**src/rtl/tm1638_time_display.sv**
```systemverilog
// rtl/tm1638_time_display.sv - TM1638 MM.SS display driver (optional TM_COLON_BLINK_EN)
module tm1638_time_display #(
    parameter int         CLK_DIV = 50,
    parameter logic [2:0] BRIGHT  = 3'd7
) (
    input  logic       clk,
    input  logic       rst_n,
    input  logic [5:0] sec,
    input  logic [5:0] min,
    output logic       tm_stb,
    output logic       tm_clk,
    output logic       tm_dio,
    output logic       busy,
    output logic       frame_done
);

    localparam int CW = $clog2(CLK_DIV + 1);

    localparam logic [2:0] S_IDLE   = 3'd0;
    localparam logic [2:0] S_SETUP  = 3'd1;
    localparam logic [2:0] S_BIT_LO = 3'd2;
    localparam logic [2:0] S_BIT_HI = 3'd3;
    localparam logic [2:0] S_HOLD   = 3'd4;
    localparam logic [2:0] S_GAP    = 3'd5;

    logic [2:0]    state;
    logic [CW-1:0] cnt;
    logic [1:0]    txn;
    logic [4:0]    bidx;
    logic [2:0]    bitn;
    logic [5:0]    snap_min;
    logic [5:0]    snap_sec;
    logic          force_f;

    logic          cnt_last;
    logic [4:0]    last_byte;
    logic [4:0]    nx_bidx;
    logic [2:0]    nx_bitn;
    logic [7:0]    nx_byte;
    logic          dp;

    // Tens digit by compare chain; 60..63 yields 6 as the counter can reach 60.
    function automatic logic [3:0] tens_of(input logic [5:0] v);
        if (v >= 6'd60)      return 4'd6;
        else if (v >= 6'd50) return 4'd5;
        else if (v >= 6'd40) return 4'd4;
        else if (v >= 6'd30) return 4'd3;
        else if (v >= 6'd20) return 4'd2;
        else if (v >= 6'd10) return 4'd1;
        else                 return 4'd0;
    endfunction

    function automatic logic [3:0] units_of(input logic [5:0] v);
        logic [5:0] r;
        r = v - (6'(tens_of(v)) * 6'd10);
        return r[3:0];
    endfunction

    // Common-cathode gfedcba patterns.
    function automatic logic [7:0] seg(input logic [3:0] d);
        case (d)
            4'd0:    return 8'h3F;
            4'd1:    return 8'h06;
            4'd2:    return 8'h5B;
            4'd3:    return 8'h4F;
            4'd4:    return 8'h66;
            4'd5:    return 8'h6D;
            4'd6:    return 8'h7D;
            4'd7:    return 8'h07;
            4'd8:    return 8'h7F;
            4'd9:    return 8'h6F;
            default: return 8'h00;
        endcase
    endfunction

`ifdef TM_COLON_BLINK_EN
    assign dp = ~snap_sec[0];
`else
    assign dp = 1'b0;
`endif

    assign cnt_last   = (cnt == CW'(CLK_DIV - 1));
    assign last_byte  = (txn == 2'd1) ? 5'd16 : 5'd0;
    assign frame_done = (state == S_GAP) && cnt_last && (txn == 2'd2);

    // Select the byte/bit that goes on tm_dio at the next tm_clk falling edge.
    always_comb begin
        nx_bidx = bidx;
        nx_bitn = 3'd0;
        if (state == S_BIT_HI) begin
            if (bitn == 3'd7) nx_bidx = bidx + 5'd1;
            else              nx_bitn = bitn + 3'd1;
        end
        nx_byte = 8'h00;
        case (txn)
            2'd0: nx_byte = 8'h40;
            2'd2: nx_byte = {5'b10001, BRIGHT};
            default: begin
                case (nx_bidx)
                    5'd0:    nx_byte = 8'hC0;
                    5'd1:    nx_byte = seg(tens_of(snap_min));
                    5'd3:    nx_byte = seg(units_of(snap_min)) | {dp, 7'd0};
                    5'd5:    nx_byte = seg(tens_of(snap_sec));
                    5'd7:    nx_byte = seg(units_of(snap_sec));
                    default: nx_byte = 8'h00;
                endcase
            end
        endcase
    end

    // Frame sequencer: trigger, three strobed transactions, bit-level bus timing.
    always_ff @(posedge clk or negedge rst_n) begin
        if (!rst_n) begin
            state    <= S_IDLE;
            cnt      <= '0;
            txn      <= 2'd0;
            bidx     <= 5'd0;
            bitn     <= 3'd0;
            snap_min <= 6'd0;
            snap_sec <= 6'd0;
            force_f  <= 1'b1;
            busy     <= 1'b0;
            tm_stb   <= 1'b1;
            tm_clk   <= 1'b1;
            tm_dio   <= 1'b1;
        end else begin
            case (state)
                S_IDLE: begin
                    if (force_f || ({min, sec} != {snap_min, snap_sec})) begin
                        snap_min <= min;
                        snap_sec <= sec;
                        force_f  <= 1'b0;
                        busy     <= 1'b1;
                        tm_stb   <= 1'b0;
                        txn      <= 2'd0;
                        bidx     <= 5'd0;
                        bitn     <= 3'd0;
                        cnt      <= '0;
                        state    <= S_SETUP;
                    end
                end
                S_SETUP: begin
                    if (cnt_last) begin
                        cnt    <= '0;
                        tm_clk <= 1'b0;
                        tm_dio <= nx_byte[nx_bitn];
                        state  <= S_BIT_LO;
                    end else begin
                        cnt <= cnt + 1'b1;
                    end
                end
                S_BIT_LO: begin
                    if (cnt_last) begin
                        cnt    <= '0;
                        tm_clk <= 1'b1;
                        state  <= S_BIT_HI;
                    end else begin
                        cnt <= cnt + 1'b1;
                    end
                end
                S_BIT_HI: begin
                    if (cnt_last) begin
                        cnt <= '0;
                        if (bitn == 3'd7 && bidx == last_byte) begin
                            state <= S_HOLD;
                        end else begin
                            bidx   <= nx_bidx;
                            bitn   <= nx_bitn;
                            tm_clk <= 1'b0;
                            tm_dio <= nx_byte[nx_bitn];
                            state  <= S_BIT_LO;
                        end
                    end else begin
                        cnt <= cnt + 1'b1;
                    end
                end
                S_HOLD: begin
                    if (cnt_last) begin
                        cnt    <= '0;
                        tm_stb <= 1'b1;
                        tm_dio <= 1'b1;
                        state  <= S_GAP;
                    end else begin
                        cnt <= cnt + 1'b1;
                    end
                end
                S_GAP: begin
                    if (cnt_last) begin
                        cnt <= '0;
                        if (txn == 2'd2) begin
                            busy  <= 1'b0;
                            state <= S_IDLE;
                        end else begin
                            txn    <= txn + 2'd1;
                            bidx   <= 5'd0;
                            bitn   <= 3'd0;
                            tm_stb <= 1'b0;
                            state  <= S_SETUP;
                        end
                    end else begin
                        cnt <= cnt + 1'b1;
                    end
                end
                default: state <= S_IDLE;
            endcase
        end
    end

endmodule

```
**config.mk**
```make
export PLATFORM = sky130hd
export DESIGN_NAME = tm1638_time_display
export DESIGN_NICKNAME = d
export VERILOG_FILES = /design/src/rtl/tm1638_time_display.sv
export SDC_FILE = /design/constraint.sdc
export NUM_CORES = 1
export LEC_CHECK = 0
export CORE_MARGIN = 4
export CORE_UTILIZATION = 40
export CTS_CLUSTER_DIAMETER = 50
export DETAILED_ROUTE_END_ITERATION = 6
export DONT_BUFFER_PORTS = 1
export PLACE_DENSITY = 0.59
export SYNTH_ARGS = -nofsm -noshare
export SYNTH_HDL_FRONTEND = slang
export SYNTH_SLANG_ARGS = --single-unit
```
**constraint.sdc**
```tcl
create_clock -name clk -period 4.6 [get_ports clk]
set_clock_uncertainty 0.05 [all_clocks]
set_input_delay 0 -clock clk [delete_from_list [all_inputs] [get_ports clk]]
set_output_delay 0 -clock clk [all_outputs]
set_load 0.05 [all_outputs]
```
==> After elaboration in Yosys (flattened, before gate mapping) <==
Memory sizes are Yosys's and may differ from the RTL's.
Index checks and enable logic that the tools add are counted.
W data, S select, Z words.
{ "word_totals": {"register_bits": 36, "romBits": 448, "output_inout_bits": 5, "word_cells": 159, "memories": 4} }
{ "classes": {"addsub": 6, "multipliers": 2, "n_lt_le_gt_ge": 13, "eq_ne": 24, "n_mux": 74, "reduce_logical": 24} }
{ "mem_list": {"columns": ["memory", "words", "width", "rd", "rd_ports_with_merged_regs", "wr", "line", "source"], "rows": [
  ["(no name shown)", 16, 7, 1, 0, 0, "61", "case (d)"],
  ["(no name shown)", 16, 7, 1, 0, 0, "61", null],
  ["(no name shown)", 16, 7, 1, 0, 0, "61", null],
  ["(no name shown)", 16, 7, 1, 0, 0, "61", null]
]} }
{ "op_table": {"columns": ["operator", "n"], "rows": [
  ["$mux W4", 15],
  ["$mux W3", 15],
  ["$mux W5", 8],
  ["$pmux W8 S5", 1],
  ["$ge A6 B6 Y1 const B", 6],
  ["$ge A6 B5 Y1 const B", 4],
  ["$pmux W3 S6", 1],
  ["$mux W1", 17],
  ["$ne A2 B2 Y1 const B", 8],
  ["$pmux W8 S2", 1],
  ["$pmux W5 S3", 1],
  ["$reduce_and A5 Y1", 3],
  ["$ge A6 B4 Y1 const B", 2],
  ["$mux W6", 2],
  ["$ne A12 B12 Y1", 1],
  ["$pmux W6 S2", 1],
  ["$reduce_and A6 Y1", 2],
  ["$reduce_bool A3 Y1", 4],
  ["$eq A5 B3 Y1 const B", 2],
  ["$mux W2", 5],
  ["$eq A3 B3 Y1 const B", 3],
  ["$pmux W1 S3", 3],
  ["$pmux W3 S3", 1],
  ["$mul A4 B3 Y3 const B", 2],
  ["other kinds (28)", 35]
]} }

==> Depth between registers and ports, before layout <==
Gate-level depths: netlist of the first run.
An unclocked memory read counts as a cell.
{ "logic_depth": {"depth_word": 19, "depth_mapped": 15, "depth_no_buf": 14} }

==> Least setup slack after synthesis of the first run <==
No wires, ideal clock.
{ "synth_timing": {"path_type": "reg2reg", "start": "reg snap_min[5]", "end": "reg tm_dio", "arrival_time_ns": 3.556, "required_ns": 4.469, "setup_slack_ns": 0.912, "path_stages_with_launch": 15, "path_buffers": 2, "synth_period_minus_slack_ns": 3.688, "cell_sequence": "dfrtp_1 clkbuf_1 and3_2 nor3_1 a41oi_1 inv_1 ha_1 fa_1 clkdlybuf4s50_2 and4_2 o21ai_0 nand4b_2 o31ai_1 o31a_1 a211oi_2"} }
{ "synth_between": {"elab_chain_len": 19, "word_cells_on_any_way": 28, "cone_classes": "add/sub (1); mul (1); order compare (6); mux (18); memory (2)"} }
{ "synth_lines": {"columns": ["element", "line", "source"], "rows": [
  ["start: declaration", "31", "logic [5:0] snap_min;"],
  ["start signal: assignment", "130", "snap_min <= min;"],
  ["$ge A6 B4 Y1", "49", "else if (v >= 6'd10) return 4'd1;"],
  ["$mux W1", "49", null],
  ["$mux W2", "48", "else if (v >= 6'd20) return 4'd2;"],
  ["$mux W2", "47", "else if (v >= 6'd30) return 4'd3;"],
  ["$mux W3", "46", "else if (v >= 6'd40) return 4'd4;"],
  ["$mux W4", "45", "else if (v >= 6'd50) return 4'd5;"],
  ["$mux W4 *", "44", "if (v >= 6'd60) return 4'd6;"],
  ["$mux W4", "99", "case (nx_bidx)"],
  ["(+3 left out)", null, null],
  ["$mem_v2 Z16 W7", null, null],
  ["$pmux W8 S5 *", "99", null],
  ["$pmux W8 S2 *", "95", "case (txn)"],
  ["$bmux W1 S3 *", "146, 170", null],
  ["$mux W1 (not written as such) *", "146, 170", null],
  ["$mux W1", "164", "if (bitn == 3'd7 && bidx == last_byte) begin"],
  ["$mux W1", "162", "if (cnt_last) begin"],
  ["$pmux W1 S3 *", "127", "case (state)"],
  ["end signal: assignment", "146", "tm_dio <= nx_byte[nx_bitn];"],
  ["end signal: assignment", "170", "tm_dio <= nx_byte[nx_bitn];"],
  ["end: declaration", "12", "output logic tm_dio,"]
]} }
Every way passes the cells marked *; elsewhere a longest branch is shown, timed or not. The select of a mux whose other input is x is not followed.
A chain may end at the register's enable or synchronous reset.

==> Final worst setup path of the first run <==
{ "layout_timing": {"start": "reg snap_sec[4]", "end": "reg tm_dio"} }
{ "layout_between": {"elab_chain_len": 19, "word_cells_on_any_way": 28, "cone_classes": "add/sub (1); mul (1); order compare (6); mux (18); memory (2)"} }
{ "layout_lines": {"columns": ["element", "line", "source"], "rows": [
  ["start: declaration", "32", "logic [5:0] snap_sec;"],
  ["start signal: assignment", "120", "snap_sec <= 6'd0;"],
  ["start signal: assignment", "131", "snap_sec <= sec;"],
  ["$ge A6 B4 Y1", "49", null],
  ["$mux W1", "49", null],
  ["$mux W4", "48", null],
  ["$mux W4", "47", null],
  ["$mux W4", "46", null],
  ["$mux W4", "45", null],
  ["$mux W4 *", "44", null],
  ["$mux W4", "99", null],
  ["(+3 left out)", null, null],
  ["$mem_v2 Z16 W7", null, null],
  ["$pmux W8 S5 *", "99", null],
  ["$pmux W8 S2 *", "95", null],
  ["$bmux W1 S3 *", "146, 170", null],
  ["$mux W1 (not written as such) *", "146, 170", null],
  ["$mux W1", "164", null],
  ["$mux W1", "162", null],
  ["$pmux W1 S3 *", "127", null]
]} }
Marked as above.

==> flow_summary_export.csv, run 1 <==
group,metric,value,unit
drt,wl_per_cell,16.7,um
worst_setup_path,reg2reg_from,"snap_sec[4]",
drt,ant_nets,0,
drt,dr.first_iter.drc_count,257,
timing,final_max_slew_viol_count,0,
place,gp_congestion,0.853,
die,core_area,0.00915,mm^2
global_routing,grt_pass1_wl,15.6,mm
final_layout,diodes,0,
clocking,ctsHoldBuffers,14,
clocking,clock_path_buffers,2,
yosys,synth_ff_type,"dfrtp_1",
drt,drc,0,
clocking,post_cts_buffers,0,
run_status,status,"completed",
clocking,cts_resized,0,
timing,hold_viol_final,0,
worst_hold_path,hp-class,"in -> async",
yosys,avgSynthCellArea,8.52,um^2
job,maxCapViolCount,0,
clocking,root_buffer,"clkbuf_8",
worst_setup_path,ff2ff_path_depth,13,
die,io_pins,19,
global_routing,grt_use_total,0.170,
clocking,cts_max_level,2,
timing,setup_violations,0,
timing,fin_crit,3.99,ns
die,die-area,0.0110,mm^2
yosys,synth-seq-cells,36,
clocking,cts.sinks,36,
clocking,cts.clk_slew.worst_paths,0.08,ns
worst_setup_path,crit_required,4.77,ns
global_routing,overflow,0,
global_routing,antenna_found_initial,0,
die,dieWidth,105,um
worst_setup_path,worstReg2RegEnd,"tm_dio",
clocking,cts_inserted_buffers,5,
final_layout,nNetsFinal,485,
die,die_y,105,um
yosys,synthArstFlopShare,1.00,
yosys,synth_top_cell_by_area,"dfrtp_1",
die,row_count,35,
place,pre_cts_ws,0.654,ns
power,power.leakage,1.67,nW
yosys,synth_area,0.00374,mm^2
yosys,synth_edf_count,0,
yosys,synth-seq-area-share,0.242,
timing,rsz0062_at_grt,"no",
timing,tns,0,ns
clocking,worstSkewPairLatency,0.30,ns
yosys,yosys.cell_types.count,81,
clocking,cts_tree,"done",
yosys,synth_warnings,0,
drt,route.detailed.vias_per_inst,5.91,
global_routing,grt_pass1_vias,3186,
yosys,ys_top_cells_by_area,"dfrtp_1 (21%), ha_1 (10%), o21ai_0 (5.2%)",
timing,fin_ws,0.611,ns
worst_setup_path,worst_ep_arrival_time,4.16,ns
die,initial_utilization,0.409,
timing,worst_slew_pin_slew,0.940,ns
power,ir_drop,401,uV
timing,max_slew_margin,0.370,
power,p_per_area,695,mW/mm^2
yosys,syn_inst,439,
final_layout,area_delta_synth_final,7.62,%
worst_setup_path,path_max_fanout,14,
yosys,synth_fp_nets,486,
final_layout,nFillCells,870,
final_layout,drive_gt1_frac,0.134,
worst_setup_path,critical_path.startpoint_type,"flop",
place,dpl.hpwl,6.74,mm
place,numPortBuffers,0,
global_routing,grt_max_degree,37,
drt,vias,3252,
yosys,synth_top_area_frac,0.214,
worst_setup_path,rrSetupSlack,0.61,ns
timing,period_share,0.867,
worst_setup_path,critPathKind,"reg -> reg",
drt,routed_wl,9.20,mm
timing,max_freq,251,MHz
worst_setup_path,end_kind,"flop",
drt,drtPass1Iterations,4,
## final cells by class
cell class | count | area [um^2] | share of cell area
Tap cell | 111 | 139 | 0.0345
Sequential cell | 36 | 906 | 0.225
Inverter | 25 | 93.8 | 0.0233
Clock inverter | 3 | 42.5 | 0.0106
Timing Repair Buffer | 18 | 180 | 0.0447
Multi-Input combinational cell | 352 | 2600 | 0.645
Clock buffer | 5 | 68.8 | 0.0171
## report_power, final
group	total, W	switching [W]	internal [W]
Combinational	0.00184	0.00102	0.000814
Sequential	0.000671	0.000250	0.000421
Clock	0.000290	0.000129	0.000161
## worst max-delay path, stage by stage (launching register included)
cell      delay, ns
dfrtp_1        0.58
nor2b_1        0.27
o21ai_0        0.11
a41oi_1        0.39
inv_1          0.15
ha_1           0.22
fa_1           0.39
or4_1          0.67
nand2_2        0.18
a22o_1         0.18
a221oi_1       0.09
a211oi_1       0.32
o31ai_2        0.10
a211oi_2       0.23
## routing by layer
metal,wire [um],part of all wire,track usage,vias to the layer above
li1,-,-,-,1602
met3,336,0.037,0.0247,11
met2,4340,0.47,0.280,65
met4,125,0.014,0.0440,0
met5,0,0,0,-
met1,4400,0.48,0.234,1574
## state kept, by name, indices dropped and copies added, names as in the netlist
| register | count |
|---|---|
| snap_min | 6 |
| busy | 1 |
| snap_sec | 6 |
| bidx | 5 |
| cnt | 6 |
| state | 3 |
| tm_dio | 1 |
| tm_clk | 1 |
| bitn | 3 |
| force_f | 1 |
| tm_stb | 1 |
| txn | 2 |
## cell usage after synthesis, types with 4 or more instances
cell and n:
nor2b_1 6, nor3_1 11, nand4_1 6, nor2_1 20
o21ai_1 4, xor2_1 8, nand2_1 34, nand3_1 12
a22oi_1 6, a31oi_1 5, o31ai_1 5, nand2b_1 9
mux2i_1 8, and3_1 5, or3_1 4, inv_1 25
clkbuf_1 10, xnor2_1 11, mux2_2 16, a21o_1 5
o21ai_0 39, dfrtp_1 32, ha_1 31, a211oi_1 5
dfstp_2 4, and2_1 7, nor4_1 5, o22ai_1 4
a21oi_1 17, buf_2 10
## through the flow
| stage | power [W] | instances | util | cell area [um^2] | hold WS [ns] |
|---|---|---|---|---|---|
| 2_1_floorplan | 0.00214 | 439 | - | 3740 | -0.346 |
| 3_3_place_gp | 0.00243 | 528 | 0.411 | 3770 | -0.344 |
| 3_5_place_dp | 0.00246 | 528 | 0.411 | 3770 | -0.344 |
| 4_1_cts | 0.00278 | 550 | 0.440 | 4030 | 0.151 |
| 5_1_grt | 0.00307 | 550 | 0.440 | 4030 | 0.188 |
| 6_report | 0.00280 | 550 | 0.440 | 4030 | 0.146 |
## cells by family after synthesis
family                     after synthesis  share of synthesized area
adders and majority gates               34                      0.117
muxes                                   24                     0.0695
AOI/OAI and AO/OA                      127                      0.233
xor gates and xnor gates                19                     0.0445
DFF                                     36                      0.242
and+or+nand+nor                        148                      0.229
buffers and inverters                   51                     0.0652
## worst max path at each step
stage	start	to	slack, ns	cells past startpoint
detailed placement	snap_min[4]	tm_dio	0.65	14
CTS	snap_sec[4]	tm_dio	0.65	13
global placement	snap_sec[4]	tm_dio	0.81	13
floorplan	snap_min[5]	tm_dio	0.91	14
global route	snap_sec[4]	tm_dio	0.28	13
finish	snap_sec[4]	tm_dio	0.61	13
## layout by cell type (no fill, tap or decap), drive strengths merged, types with 5 or more instances in the layout
| cell | n |
|---|---|
| mux2 | 16 |
| xor2 | 8 |
| nand3 | 12 |
| a21oi | 17 |
| inv | 25 |
| ha | 31 |
| dlygate4sd3 | 13 |
| nor4 | 5 |
| dfrtp | 32 |
| and3 | 6 |
| a31oi | 6 |
| buf | 5 |
| mux2i | 8 |
| a21o | 5 |
| o31ai | 7 |
| nand2b | 9 |
| nor2 | 20 |
| or3 | 5 |
| a22oi | 6 |
| and2 | 11 |
| nor3 | 11 |
| xnor2 | 11 |
| clkbuf | 5 |
| nand4 | 6 |
| o21ai | 43 |
| a211oi | 8 |
| nand2 | 35 |
| nor2b | 8 |
Power figures use the tool's default switching activity.
==> run 2, diff against run 1 <==
--- a/config.mk
+++ b/config.mk
@@ -6,11 +6,11 @@
 export NUM_CORES = 1
 export LEC_CHECK = 0
 export CORE_MARGIN = 4
-export CORE_UTILIZATION = 40
+export CORE_UTILIZATION = 50
 export CTS_CLUSTER_DIAMETER = 50
 export DETAILED_ROUTE_END_ITERATION = 6
 export DONT_BUFFER_PORTS = 1
-export PLACE_DENSITY = 0.59
+export PLACE_DENSITY = 0.7
 export SYNTH_ARGS = -nofsm -noshare
 export SYNTH_HDL_FRONTEND = slang
 export SYNTH_SLANG_ARGS = --single-unit
==> constraint.sdc (replaced) <==
create_clock -name clk -period 4.3 [get_ports clk]
set_clock_uncertainty 0.05 [all_clocks]
set_input_delay 0 -clock clk [delete_from_list [all_inputs] [get_ports clk]]
set_output_delay 0 -clock clk [all_outputs]
set_load 0.05 [all_outputs]
==> run 2 against run 1 <==
  * Clock-buffer cell count increased by 2
  * Die area down 19%
  * Sequential cell count stayed put
  * Sequential share of layout area increased by 0.30 points
  * Cell count fell by 2.4%
  * Critical path type unchanged
  * Largest power group unchanged
==> flow_summary_export.csv, run 2 (synthesized netlist as in run 1, its figures left out) <==
group,metric,value,unit
run_status,status,"completed",
global_routing,grt_pass1_wl,14.4,mm
worst_setup_path,path_depth,14,
power,power.leakage,1.65,nW
worst_setup_path,reg2reg_from,"snap_min[4]",
place,gp_congestion,0.929,
drt,drtPass1Iterations,5,
timing,rsz0062_at_grt,"no",
timing,max_slew_margin,0.369,
final_layout,drive_gt1_frac,0.130,
die,dieWidth,94.5,um
worst_setup_path,crit_path_cell_trace,"inv_1, nor2_1, o21ai_0, a41oi_1, inv_1, ha_1, fa_1, or4_4, and2_4, nor3b_2, o31a_1, o31ai_1, o31a_1, a211oi_2",
clocking,cts_tree,"done",
worst_setup_path,rrSetupSlack,0.35,ns
global_routing,grt_max_degree,37,
die,initial_utilization,0.516,
clocking,cts.clk_slew.worst_paths,0.08,ns
worst_setup_path,critPathKind,"reg -> reg",
clocking,post_cts_buffers,0,
timing,period_share,0.919,
worst_setup_path,critical_path.startpoint_type,"flop",
global_routing,overflow,0,
power,p_per_area,728,mW/mm^2
worst_setup_path,path_max_fanout,10,
drt,vias,3189,
clocking,cts_max_level,2,
power,net-switching-power,0.00147,W
place,numPortBuffers,0,
power,switching_share,0.506,
power,clkPwrFrac,0.083,
final_layout,largestRegisters,"cnt x6, snap_min x6, snap_sec x6",
worst_setup_path,crit_path_max_incr_delay,0.57,ns
worst_setup_path,end_kind,"flop",
worst_setup_path,critPathBufInv,2,
timing,hold_slack,0.128,ns
place,dp.cells,515,
timing,setup_violations,0,
drt,route.detailed.vias_per_inst,5.94,
timing,hold_viol_final,0,
worst_setup_path,crit_required,4.46,ns
power,power.internal,0.00143,W
clocking,worstSkewPairLatency,0.29,ns
die,core_area,0.00725,mm^2
final_layout,stdcell_count,537,
die,row_count,31,
drt,routed_wl,8.30,mm
worst_hold_path,hp-class,"in -> async",
place,dpl.hpwl,6.13,mm
worst_setup_path,worstReg2RegEnd,"tm_dio",
timing,tns,0,ns
worst_setup_path,worst_ep_arrival_time,4.11,ns
die,die_y,94.5,um
global_routing,antenna_found_initial,0,
drt,wl_per_cell,15.5,um
global_routing,grt_pass1_vias,3075,
final_layout,area_delta_synth_final,6.35,%
final_layout,nFillCells,648,
timing,fin_ws,0.347,ns
final_layout,final_cell_mix,"o21ai_0 (39), nand2_1 (34), ha_1 (31), dfrtp_1 (31), inv_1 (25)",
timing,max_freq,253,MHz
drt,ant_nets,0,
worst_setup_path,ff2ff_path_depth,14,
drt,dr.first_iter.drc_count,196,
worst_setup_path,cpLargestDelayFamily,"compound AO/OA/AOI/OAI gates",
job,maxCapViolCount,0,
power,p_comb_frac,0.665,
power,seqPwrFrac,0.252,
timing,fin_crit,3.95,ns
power,ir_drop,561,uV
final_layout,nNetsFinal,484,
clocking,root_buffer,"clkbuf_8",
place,pre_cts_ws,0.375,ns
die,die-area,0.00893,mm^2
die,io_pins,19,
clocking,cts_inserted_buffers,5,
worst_setup_path,slowest_stage,"or4_4",
final_layout,layout_commonest_cell,"o21ai_0",
drt,drc,0,
timing,final_max_slew_viol_count,0,
clocking,clock_path_buffers,2,
global_routing,grt_use_total,0.197,
timing,worst_slew_pin_slew,0.942,ns
clocking,cts.sinks,36,
final_layout,diodes,0,
[run 2: worst max-delay path by stage]
stage	from	end	slack, ns
3_3_place_gp	snap_sec[4]	tm_dio	0.52
3_5_place_dp	snap_min[4]	tm_dio	0.37
2_1_floorplan	snap_min[5]	tm_dio	0.61
6_report	snap_min[4]	tm_dio	0.35
4_1_cts	snap_sec[4]	tm_dio	0.37
5_1_grt	snap_sec[4]	tm_dio	0.09
[run 2: worst register-to-register path, stage by stage, from the launching register on]
cell,delay [ns]
dfrtp_1,0.55
inv_1,0.21
nor2_1,0.13
o21ai_0,0.09
a41oi_1,0.40
inv_1,0.16
ha_1,0.22
fa_1,0.38
or4_4,0.57
and2_4,0.20
nor3b_2,0.20
o31a_1,0.17
o31ai_1,0.08
o31a_1,0.30
a211oi_2,0.19
[run 2: power by group through the flow]
stage / sequential [W] / clock (W) / combinational (W)
2_1_floorplan: 0.000580 / 0 / 0.00171
3_3_place_gp: 0.000720 / 0 / 0.00183
3_5_place_dp: 0.000730 / 0 / 0.00187
4_1_cts: 0.000723 / 0.000250 / 0.00190
5_1_grt: 0.000758 / 0.000263 / 0.00217
6_report: 0.000730 / 0.000241 / 0.00193
[run 2: per-layer routing]
layer  global-route usage  part of all wire  vias to the layer above
li1                     -                 -                     1598
met1                0.271              0.47                     1513
met2                0.327              0.47                       66
met3               0.0247             0.036                       12
met4               0.0529             0.016                        0
met5                    0                 0                        -
[run 2: final cells by class]
cell class	count	area [um^2]	share of cell area
clock buffer	7	76.3	0.0192
clock inverter	1	8.76	0.00220
inverter	25	93.8	0.0236
multi-input combinational	352	2600	0.653
sequential	36	907	0.228
tap	99	124	0.0311
timing repair buffer	17	173	0.0434
[run 2: repair_timing]
item	CTS	global route
hold buffers	14	0
endpoints found under the setup margin	0	1
gates resized for setup	0	1
hold endpoints to repair	48	0
[run 2: per-stage QoR]
step,utilization,instance area (um^2),power (W)
2_1_floorplan,-,3740,0.00229
3_3_place_gp,0.516,3740,0.00255
3_5_place_dp,0.516,3740,0.00259
4_1_cts,0.549,3980,0.00288
5_1_grt,0.549,3980,0.00319
6_report,0.549,3980,0.00290
